[src/rtl/pipe_main_control.sv]
// Pipelined RV32I main control: decodes the opcode in ID and carries the control
// bundle through ID/EX, EX/MEM and MEM/WB, with load-use stall, flush and freeze.
module pipe_main_control #(
  parameter int REG_ADDR_W = 5,
  parameter int ALUOP_W    = 3,
  parameter bit JUMP_EN    = 1'b1
) (
  input  logic                  i_clk,
  input  logic                  i_rst_n,
  input  logic                  i_valid,
  input  logic [6:0]            i_OPCode,
  input  logic [REG_ADDR_W-1:0] i_rs1,
  input  logic [REG_ADDR_W-1:0] i_rs2,
  input  logic [REG_ADDR_W-1:0] i_rd,
  input  logic                  i_flush,
  input  logic                  i_stall_ext,
  output logic                  o_stall,
  output logic [ALUOP_W-1:0]    o_ex_ALUOp,
  output logic                  o_ex_ALUSrc1,
  output logic                  o_ex_ALUSrc2,
  output logic                  o_ex_Branch,
  output logic                  o_ex_Jump,
  output logic                  o_ex_illegal,
  output logic                  o_mem_MemRead,
  output logic                  o_mem_MemWrite,
  output logic                  o_wb_RegWrite,
  output logic                  o_wb_MemToReg,
  output logic [REG_ADDR_W-1:0] o_wb_rd
);

  typedef enum logic [6:0] {
    OP_R     = 7'b0110011,
    OP_I     = 7'b0010011,
    OP_LOAD  = 7'b0000011,
    OP_STORE = 7'b0100011,
    OP_BR    = 7'b1100011,
    OP_LUI   = 7'b0110111,
    OP_AUIPC = 7'b0010111,
    OP_JAL   = 7'b1101111,
    OP_JALR  = 7'b1100111
  } opcode_e;

  typedef struct packed {
    logic [ALUOP_W-1:0]    alu_op;
    logic                  src1;
    logic                  src2;
    logic                  branch;
    logic                  jump;
    logic                  illegal;
    logic                  mem_read;
    logic                  mem_write;
    logic                  reg_write;
    logic                  mem_to_reg;
    logic [REG_ADDR_W-1:0] rd;
  } id_ex_t;

  typedef struct packed {
    logic                  mem_read;
    logic                  mem_write;
    logic                  reg_write;
    logic                  mem_to_reg;
    logic [REG_ADDR_W-1:0] rd;
  } ex_mem_t;

  typedef struct packed {
    logic                  reg_write;
    logic                  mem_to_reg;
    logic [REG_ADDR_W-1:0] rd;
  } mem_wb_t;

  id_ex_t  dec;
  id_ex_t  id_ex;
  ex_mem_t ex_mem;
  ex_mem_t ex_mem_nxt;
  mem_wb_t mem_wb;
  mem_wb_t mem_wb_nxt;
  logic    use_rs1;
  logic    use_rs2;

  // Anything not recognised (or a jump with jumps disabled) becomes a bubble flagged illegal.
  always_comb begin
    dec     = '0;
    use_rs1 = 1'b0;
    use_rs2 = 1'b0;
    if (i_valid) begin
      case (i_OPCode)
        OP_R: begin
          dec.alu_op = ALUOP_W'(3'b010); dec.reg_write = 1'b1;
          use_rs1 = 1'b1; use_rs2 = 1'b1;
        end
        OP_I: begin
          dec.alu_op = ALUOP_W'(3'b011); dec.src2 = 1'b1; dec.reg_write = 1'b1;
          use_rs1 = 1'b1;
        end
        OP_LOAD: begin
          dec.alu_op = ALUOP_W'(3'b000); dec.src2 = 1'b1; dec.reg_write = 1'b1;
          dec.mem_read = 1'b1; dec.mem_to_reg = 1'b1;
          use_rs1 = 1'b1;
        end
        OP_STORE: begin
          dec.alu_op = ALUOP_W'(3'b000); dec.src2 = 1'b1; dec.mem_write = 1'b1;
          use_rs1 = 1'b1; use_rs2 = 1'b1;
        end
        OP_BR: begin
          dec.alu_op = ALUOP_W'(3'b001); dec.branch = 1'b1;
          use_rs1 = 1'b1; use_rs2 = 1'b1;
        end
        OP_LUI: begin
          dec.alu_op = ALUOP_W'(3'b100); dec.src2 = 1'b1; dec.reg_write = 1'b1;
        end
        OP_AUIPC: begin
          dec.alu_op = ALUOP_W'(3'b101); dec.src1 = 1'b1; dec.src2 = 1'b1;
          dec.reg_write = 1'b1;
        end
        OP_JAL: begin
          if (JUMP_EN) begin
            dec.alu_op = ALUOP_W'(3'b110); dec.src1 = 1'b1; dec.src2 = 1'b1;
            dec.reg_write = 1'b1; dec.jump = 1'b1;
          end else begin
            dec.illegal = 1'b1;
          end
        end
        OP_JALR: begin
          if (JUMP_EN) begin
            dec.alu_op = ALUOP_W'(3'b110); dec.src2 = 1'b1;
            dec.reg_write = 1'b1; dec.jump = 1'b1;
            use_rs1 = 1'b1;
          end else begin
            dec.illegal = 1'b1;
          end
        end
        default: dec.illegal = 1'b1;
      endcase
      if (!dec.illegal) begin
        dec.rd = i_rd;
      end
      dec.reg_write = dec.reg_write & (i_rd != '0);
    end
  end

  // A load in EX whose destination feeds the ID instruction must wait one cycle.
  assign o_stall = id_ex.mem_read && (id_ex.rd != '0) && i_valid &&
                   ((use_rs1 && (id_ex.rd == i_rs1)) || (use_rs2 && (id_ex.rd == i_rs2)));

  assign ex_mem_nxt = '{mem_read:   id_ex.mem_read,
                        mem_write:  id_ex.mem_write,
                        reg_write:  id_ex.reg_write,
                        mem_to_reg: id_ex.mem_to_reg,
                        rd:         id_ex.rd};

  assign mem_wb_nxt = '{reg_write:  ex_mem.reg_write,
                        mem_to_reg: ex_mem.mem_to_reg,
                        rd:         ex_mem.rd};

  // Flush beats the freeze for ID/EX only; the later stages still respect the freeze.
  always_ff @(posedge i_clk or negedge i_rst_n) begin
    if (!i_rst_n) begin
      id_ex  <= '0;
      ex_mem <= '0;
      mem_wb <= '0;
    end else if (i_flush) begin
      id_ex <= '0;
      if (!i_stall_ext) begin
        ex_mem <= ex_mem_nxt;
        mem_wb <= mem_wb_nxt;
      end
    end else if (!i_stall_ext) begin
      id_ex  <= o_stall ? '0 : dec;
      ex_mem <= ex_mem_nxt;
      mem_wb <= mem_wb_nxt;
    end
  end

  assign o_ex_ALUOp     = id_ex.alu_op;
  assign o_ex_ALUSrc1   = id_ex.src1;
  assign o_ex_ALUSrc2   = id_ex.src2;
  assign o_ex_Branch    = id_ex.branch;
  assign o_ex_Jump      = id_ex.jump;
  assign o_ex_illegal   = id_ex.illegal;
  assign o_mem_MemRead  = ex_mem.mem_read;
  assign o_mem_MemWrite = ex_mem.mem_write;
  assign o_wb_RegWrite  = mem_wb.reg_write;
  assign o_wb_MemToReg  = mem_wb.mem_to_reg;
  assign o_wb_rd        = mem_wb.rd;

endmodule

[config.mk]
export PLATFORM = sky130hd
export DESIGN_NAME = pipe_main_control
export DESIGN_NICKNAME = d
export VERILOG_FILES = /design/src/rtl/pipe_main_control.sv
export SDC_FILE = /design/constraint.sdc
export NUM_CORES = 1
export LEC_CHECK = 0
export BUFFER_PORTS_ARGS = -buffer_cell sky130_fd_sc_hd__buf_4
export CAP_MARGIN = 25
export CORE_UTILIZATION = 48
export CTS_BUF_LIST = sky130_fd_sc_hd__clkbuf_4
export DETAILED_ROUTE_END_ITERATION = 6
export PLACE_DENSITY = 0.83
export SLEW_MARGIN = 40
export SYNTH_ARGS = -nofsm -noshare
export SYNTH_HDL_FRONTEND = slang
export SYNTH_SLANG_ARGS = --single-unit
[constraint.sdc]
create_clock -name i_clk -period 3 [get_ports i_clk]
set_input_delay 0.9 -clock i_clk [delete_from_list [all_inputs] [get_ports i_clk]]
set_output_delay 0.9 -clock i_clk [all_outputs]
set_load 0.03 [all_outputs]
==> flow_summary_export.csv, run 1 <==
group,metric,value,unit
route,drt_iter0_markers,55,
grt,grt_pass1_vias,1356,
pwr,finalPower,0.000842,W
clock_network,ctsLongestPathBuffers,2,
layout,fin_util,0.680,
placed_design,portBuffers,44,
layout,num_antenna_cells,0,
worst_setup_path,slowest_delay,0.55,ns
worst_setup_path,end_kind,"output port",
pwr,swShare,0.233,
timing,max_freq,331,MHz
placed_design,place_inst,238,
layout,instances_no_fill,247,
logic_synthesis,synth_compound_area_frac,0.147,
logic_synthesis,yosys_warnings,0,
timing,worstMarginPinSlew,0.412,ns
pwr,clkPwrFrac,0.371,
clock_network,cts_num_sinks,31,
worst_setup_path,cp-start-kind,"primary input",
die,die-width,60.0,µm
worst_setup_path,crit_chain,"buf_4 -> xnor2_2 -> nand3_1 -> or4_4 -> a21oi_4 -> buf_6",
route,wl_per_cell,14.6,µm
layout,nFillCells,247,
worst_setup_path,path_max_fanout,2,
layout,mostFrequentLayoutCell,"buf_4",
logic_synthesis,synth_xor_area_frac,0.0543,
die,core-area,3130,µm²
route,ant_nets,0,
pwr,worst_ir_drop_vdd,0.208,mV
route,drc,0,
logic_synthesis,yosysSeqAreaShare,0.481,
grt,overflow,0,
route,totalWireLength,3600,µm
clock_network,cts_root_buf,"clkbuf_4",
die,die-area,3600,µm²
route,drtPass1Iterations,6,
clock_network,clk_latency,0.32,ns
worst_hold_path,hp-class,"in -> async",
logic_synthesis,synth_top_family_by_area,"simple AND/OR/NAND/NOR gates",
timing,fin_crit,3.02,ns
worst_setup_path,cp.required,2.10,ns
logic_synthesis,synth_adder_area_share,0,
placed_design,dpl_worst_slack,-0.0670,ns
pwr,seqPwrFrac,0.502,
logic_synthesis,ys_seq_elements,31,
run,cap_violations,0,
worst_setup_path,worstSetupPathType,"in -> out",
layout,areaGrowthSynthToFinish,31.9,%
pwr,combPwrFrac,0.127,
timing,rsz0062_at_grt,"true",
timing,setup_viol,1,
timing,slew_headroom,0.725,
die,io-pin-count,45,
route,via_per_inst,5.47,
timing,final-hold-violation-count,0,
clock_network,htreeDepth,2,
layout,layout.nets,229,
pwr,p_leak,1.06,nW
grt,grt_antenna_before_repair,0,
timing,slew_viol_final,0,
logic_synthesis,synthCells,149,
grt,grt_start_max_net_pins,32,
worst_setup_path,crit_arrival,2.12,ns
die,fp.dieH,60.0,µm
timing,setup_ws,-0.0239,ns
grt,grt_use_total,0.231,
layout,final_cell_mix,"52 x buf_4, 31 x dfrtp_1, 22 x nand2_1",
placed_design,hpwl,2760,µm
clock_network,cts_tree,"done",
logic_synthesis,synth_area_per_cell,10.8,µm²
worst_setup_path,cp_slowest_cell,"or4_4",
placed_design,gp_congestion,0.843,
outcome,violations,"setup timing",
layout,drive_gt1_frac,0.463,
logic_synthesis,muxShareOfSynthArea,0.105,
grt,grt_pass1_wl,6040,µm
die,placementRows,20,
logic_synthesis,ys_types,39,
logic_synthesis,netlist_area,1610,µm²
timing,holdWs,0.495,ns
pwr,power.internal,0.000646,W
timing,fin_skew,0.00598,ns
logic_synthesis,synthSimpleGateAreaFrac,0.165,
outcome,outcome,"finished with violations",
clock_network,clkTransAtPathRegs,0.10,ns
route,vias,1352,
clock_network,cts_made_buffers,5,
die,start_util,0.516,
pwr,switchingPower,0.000197,W
timing,fin_crit_sh,1.01,
logic_synthesis,synth_nets,176,
pwr,p_per_area,396,nW/µm²
## registers in the layout (all words and copies together) (netlist names)
signal / flops
o_wb_RegWrite: 1
o_ex_ALUOp: 3
o_mem_MemWrite: 1
o_ex_illegal: 1
o_wb_MemToReg: 1
ex_mem: 6
ex_mem_nxt: 8
o_mem_MemRead: 1
o_ex_ALUSrc2: 1
o_ex_ALUSrc1: 1
o_wb_rd: 5
o_ex_Branch: 1
o_ex_Jump: 1
## power groups by stage
stage	registers, W	logic, W	clock network, W
after detailed placement	0.000431	0.000102	0
after global routing	0.000423	0.000116	0.000337
final	0.000423	0.000107	0.000312
after floorplan	0.000435	0.0000432	0
after global placement	0.000431	0.0000995	0
after CTS	0.000423	0.000106	0.000317
## critical path: cells and delay by family
kind | cells | cell delay (ns)
AOI/OAI and AO/OA | 1 | 0.18
xor gates and xnor gates | 1 | 0.12
buffers and inverters | 2 | 0.27
and+or+nand+nor | 2 | 0.66
## Yosys cell counts, drive strengths merged
| cell | n | share of area |
|---|---|---|
| mux2 | 15 | 0.10 |
| xnor2 | 5 | 0.027 |
| nor2b | 1 | 0.0039 |
| o211a | 1 | 0.0062 |
| and2 | 2 | 0.0078 |
| nand3b | 1 | 0.0047 |
| or3 | 1 | 0.0039 |
| buf | 4 | 0.029 |
| o31a | 1 | 0.0054 |
| a21oi | 2 | 0.013 |
| nor3b | 2 | 0.0093 |
| nand3 | 5 | 0.016 |
| o221ai | 1 | 0.0054 |
| nand4 | 2 | 0.0078 |
| inv | 3 | 0.0070 |
| o211ai | 1 | 0.0047 |
| a21boi | 2 | 0.0093 |
| a2111oi | 1 | 0.0093 |
| and3 | 1 | 0.0039 |
| clkbuf | 5 | 0.012 |
| or4 | 3 | 0.016 |
| a32o | 3 | 0.019 |
| nor2 | 8 | 0.023 |
| o21ai | 16 | 0.071 |
| nand2b | 1 | 0.0039 |
| and3b | 1 | 0.0054 |
| nor3 | 1 | 0.0031 |
| xor2 | 5 | 0.027 |
| nor4b | 1 | 0.0054 |
| nand2 | 22 | 0.051 |
| o21a | 1 | 0.0047 |
| dfrtp | 31 | 0.48 |
## worst paths after layout
check	depth (start not counted)	startpoint	end	slack (ns)
setup / recovery	6	i_rs2[2]	o_stall	-0.02
hold / removal	1	i_rst_n	o_wb_rd[3]	0.49
setup reg to reg	6	ex_mem_nxt[2]	o_ex_ALUOp[0]	1.05
hold reg to reg	2	o_ex_ALUSrc2	o_ex_ALUSrc2	0.50
max in group asynchronous	1	i_rst_n	ex_mem[0]	2.22
min in group i_clk	2	o_ex_ALUSrc2	o_ex_ALUSrc2	0.50
## per-layer routing
metal,global-route usage,up-vias,share of wire,routed length (µm)
li1,-,633,-,-
met1,0.295,662,0.44,1590
met3,0.0455,4,0.065,234
met2,0.398,53,0.49,1750
met4,0.0631,0,0.0086,31
met5,0,-,0,0
## per-stage QoR
step,setup TNS (ns),area (µm²)
finish,-0.0239,2130
global placement,-0.0460,2010
CTS,0,2120
detailed placement,-0.0670,2010
floorplan,-0.00122,1620
global route,-0.0531,2130
## timing repair
| action | in CTS | in global routing |
|---|---|---|
| setup buffers | 1 | 0 |
| endpoints found under the setup margin | 1 | 1 |
| pin swaps | 6 | 5 |
| endpoints found under the hold margin | 0 | 0 |
| hold buffers | 0 | 0 |
| resized for setup | 5 | 2 |
## logic make-up after synthesis
group	Yosys count
AND/OR/NAND/NOR	52
multiplexers	15
AO/OA/AOI/OAI	29
XOR/XNOR	10
buffers and inverters	12
flip-flops	31
## area by class of cell
type	instances	area [µm²]	area share
inverters	3	11.3	0.00529
clock buffers	5	37.5	0.0176
multi-input cells	106	786	0.369
well taps	44	55.1	0.0259
flip-flops and latches	31	776	0.364
repair buffers	55	424	0.199
clock inverters	3	38.8	0.0182
No activity file was read; power rests on OpenSTA's default activity.
==> run 2, diff against run 1 <==
BUFFER_PORTS_ARGS = -buffer_cell sky130_fd_sc_hd__buf_2   (was -buffer_cell sky130_fd_sc_hd__buf_4)
==> run 2 against run 1 <==
Sequential share of layout area grew 1.7 points. The run still ends with setup timing left. Critical path depth is the same. Die area is the same. Global-route usage shrank 0.58 points. First-iteration DRC count shrank 25%. Sequential power is essentially flat. Register-to-register slack gained 0.07 ns. Cell area shrank 4.5%. Wire length is essentially flat. Clock power grew 6.4%. Combinational power shrank 9%. Count of clock-buffer cells in the layout is the same.
==> flow_summary_export.csv, run 2 (synthesized netlist as in run 1, its figures left out) <==
group,metric,value,unit
outcome,outcome,"finished with violations",
outcome,violations,"setup timing",
pwr,clkPwrFrac,0.389,
layout,fin_util,0.650,
route,drtPass1Iterations,4,
worst_setup_path,rrSetupSlack,1.12,ns
worst_setup_path,path_max_fanout,2,
pwr,switchingPower,0.000212,W
timing,slew_headroom,0.538,
worst_hold_path,min_from,"o_ex_Jump",
clock_network,clkTransAtPathRegs,0.10,ns
worst_setup_path,r2r-end,"ex_mem_nxt[1]",
worst_setup_path,path_depth,6,
worst_setup_path,cp_slowest_cell,"or4_4",
route,drt_iter0_markers,41,
clock_network,htreeDepth,2,
route,drc,0,
die,fp.dieH,60.0,µm
worst_setup_path,cp_top_family,"simple AND/OR/NAND/NOR gates",
placed_design,place_area,1900,µm²
worst_setup_path,crit_chain,"buf_2 -> and2_4 -> nand4_1 -> or4_4 -> a21oi_4 -> buf_6",
layout,largest_reg_flops,8,
pwr,worst_ir_drop_vdd,0.237,mV
worst_setup_path,timing.rr.start,"ex_mem_nxt[2]",
timing,setup_viol,1,
timing,fin_skew,0.00768,ns
route,totalWireLength,3600,µm
timing,slew_viol_final,0,
clock_network,cts_root_buf,"clkbuf_4",
die,die-width,60.0,µm
die,placementRows,20,
layout,regArea,776,µm²
die,start_util,0.516,
pwr,swShare,0.249,
route,wl_per_cell,14.6,µm
timing,worstMarginPinSlew,0.693,ns
layout,fin_area,2030,µm²
pwr,combPwrFrac,0.114,
layout,areaGrowthSynthToFinish,25.9,%
timing,setup_ws,-0.00477,ns
route,ant_nets,0,
placed_design,portBuffers,44,
layout,final_cell_mix,"42 x buf_2, 31 x dfrtp_1, 22 x nand2_1",
layout,mostFrequentLayoutCell,"buf_2",
layout,drive_gt1_frac,0.473,
layout,multiInputGateArea,793,µm²
worst_setup_path,slowest_delay,0.55,ns
worst_setup_path,crit_buf_inv,2,
grt,grt_use_total,0.226,
worst_setup_path,reg2regPathDepth,6,
clock_network,cts_made_buffers,5,
pwr,power.internal,0.000639,W
clock_network,clk_latency,0.34,ns
worst_setup_path,worstSetupPathType,"in -> out",
grt,grt_antenna_before_repair,0,
pwr,p_per_area,419,nW/µm²
clock_network,cts_tree,"done",
timing,rsz0062_at_grt,"true",
grt,grt_pass1_vias,1270,
grt,overflow,0,
die,core-area,3130,µm²
grt,grt_pass1_wl,5800,µm
pwr,p_leak,1.05,nW
run,cap_violations,0,
route,via_per_inst,5.23,
worst_setup_path,crit_arrival,2.10,ns
timing,fin_crit,3.00,ns
layout,nFillCells,268,
worst_hold_path,worstHoldEndpoint,"o_ex_Jump",
timing,final-hold-violation-count,0,
worst_hold_path,min_path_cells,2,
placed_design,hpwl,2660,µm
worst_hold_path,hp-class,"reg -> reg",
clock_network,cts_num_sinks,31,
placed_design,gp_congestion,0.879,
timing,setup-tns-final,-0.00477,ns
worst_setup_path,cp-start-kind,"primary input",
die,die-area,3600,µm²
timing,holdWs,0.489,ns
placed_design,dpl_worst_slack,-0.108,ns
layout,num_antenna_cells,0,
route,vias,1293,
timing,max_freq,333,MHz
grt,grt_start_max_net_pins,32,
clock_network,ctsLongestPathBuffers,2,
timing,fin_crit_sh,1.00,
die,io-pin-count,45,
worst_setup_path,end_kind,"output port",
pwr,seqPwrFrac,0.496,
worst_setup_path,cp.required,2.10,ns
layout,layout.nets,229,
## run 2: through the flow
| stage | std cells | total power (W) |
|---|---|---|
| floorplan | 149 | 0.000478 |
| finish | 247 | 0.000852 |
| detailed placement | 238 | 0.000522 |
| global placement | 238 | 0.000520 |
| CTS | 247 | 0.000857 |
| global route | 247 | 0.000882 |
## run 2: worst min-delay path, delay by kind of cell, from the launching register on
kind               cells  cell delay, ns
DFF                    1            0.35
and+or+nand+nor        1            0.06
AOI/OAI and AO/OA      1            0.05
## run 2: worst max path at each step
stage,start,endpoint,slack (ns)
global route,i_OPCode[4],o_stall,-0.02
floorplan,i_OPCode[3],o_stall,-0.001
global placement,i_rs2[2],o_stall,-0.07
detailed placement,i_rs2[2],o_stall,-0.11
finish,i_OPCode[0],o_stall,-0.005
CTS,i_OPCode[0],o_stall,0.005
## run 2: layout make-up
class                      count  area share
tap                           44      0.0271
timing repair buffer          55       0.155
clock buffer                   5      0.0185
sequential                    31       0.382
inverter                       3     0.00554
clock inverter                 3      0.0216
multi-input combinational    106       0.390
## run 2: metal layers
| metal | vias to the layer above | global-route usage | wire, µm |
|---|---|---|---|
| met5 | - | 0 | 0 |
| met1 | 618 | 0.288 | 1660 |
| met3 | 7 | 0.0584 | 156 |
| li1 | 633 | - | - |
| met4 | 0 | 0.0698 | 42 |
| met2 | 35 | 0.373 | 1740 |
## run 2: what timing repair did
item	4_1_cts	5_1_grt
cloned	0	0
hold buffers	0	0
setup endpoints to repair	1	1
pin swaps	6	1
hold endpoints to repair	0	0
gates resized for setup	7	1
buffers inserted	1	0
## run 2: power by group through the flow
stage,clock [W],sequential [W],combinational (W)
final,0.000332,0.000423,0.0000972
after detailed placement,0,0.000431,0.0000913
after CTS,0.000337,0.000423,0.0000970
after global routing,0.000353,0.000423,0.000106
after floorplan,0,0.000435,0.0000432
after global placement,0,0.000431,0.0000894
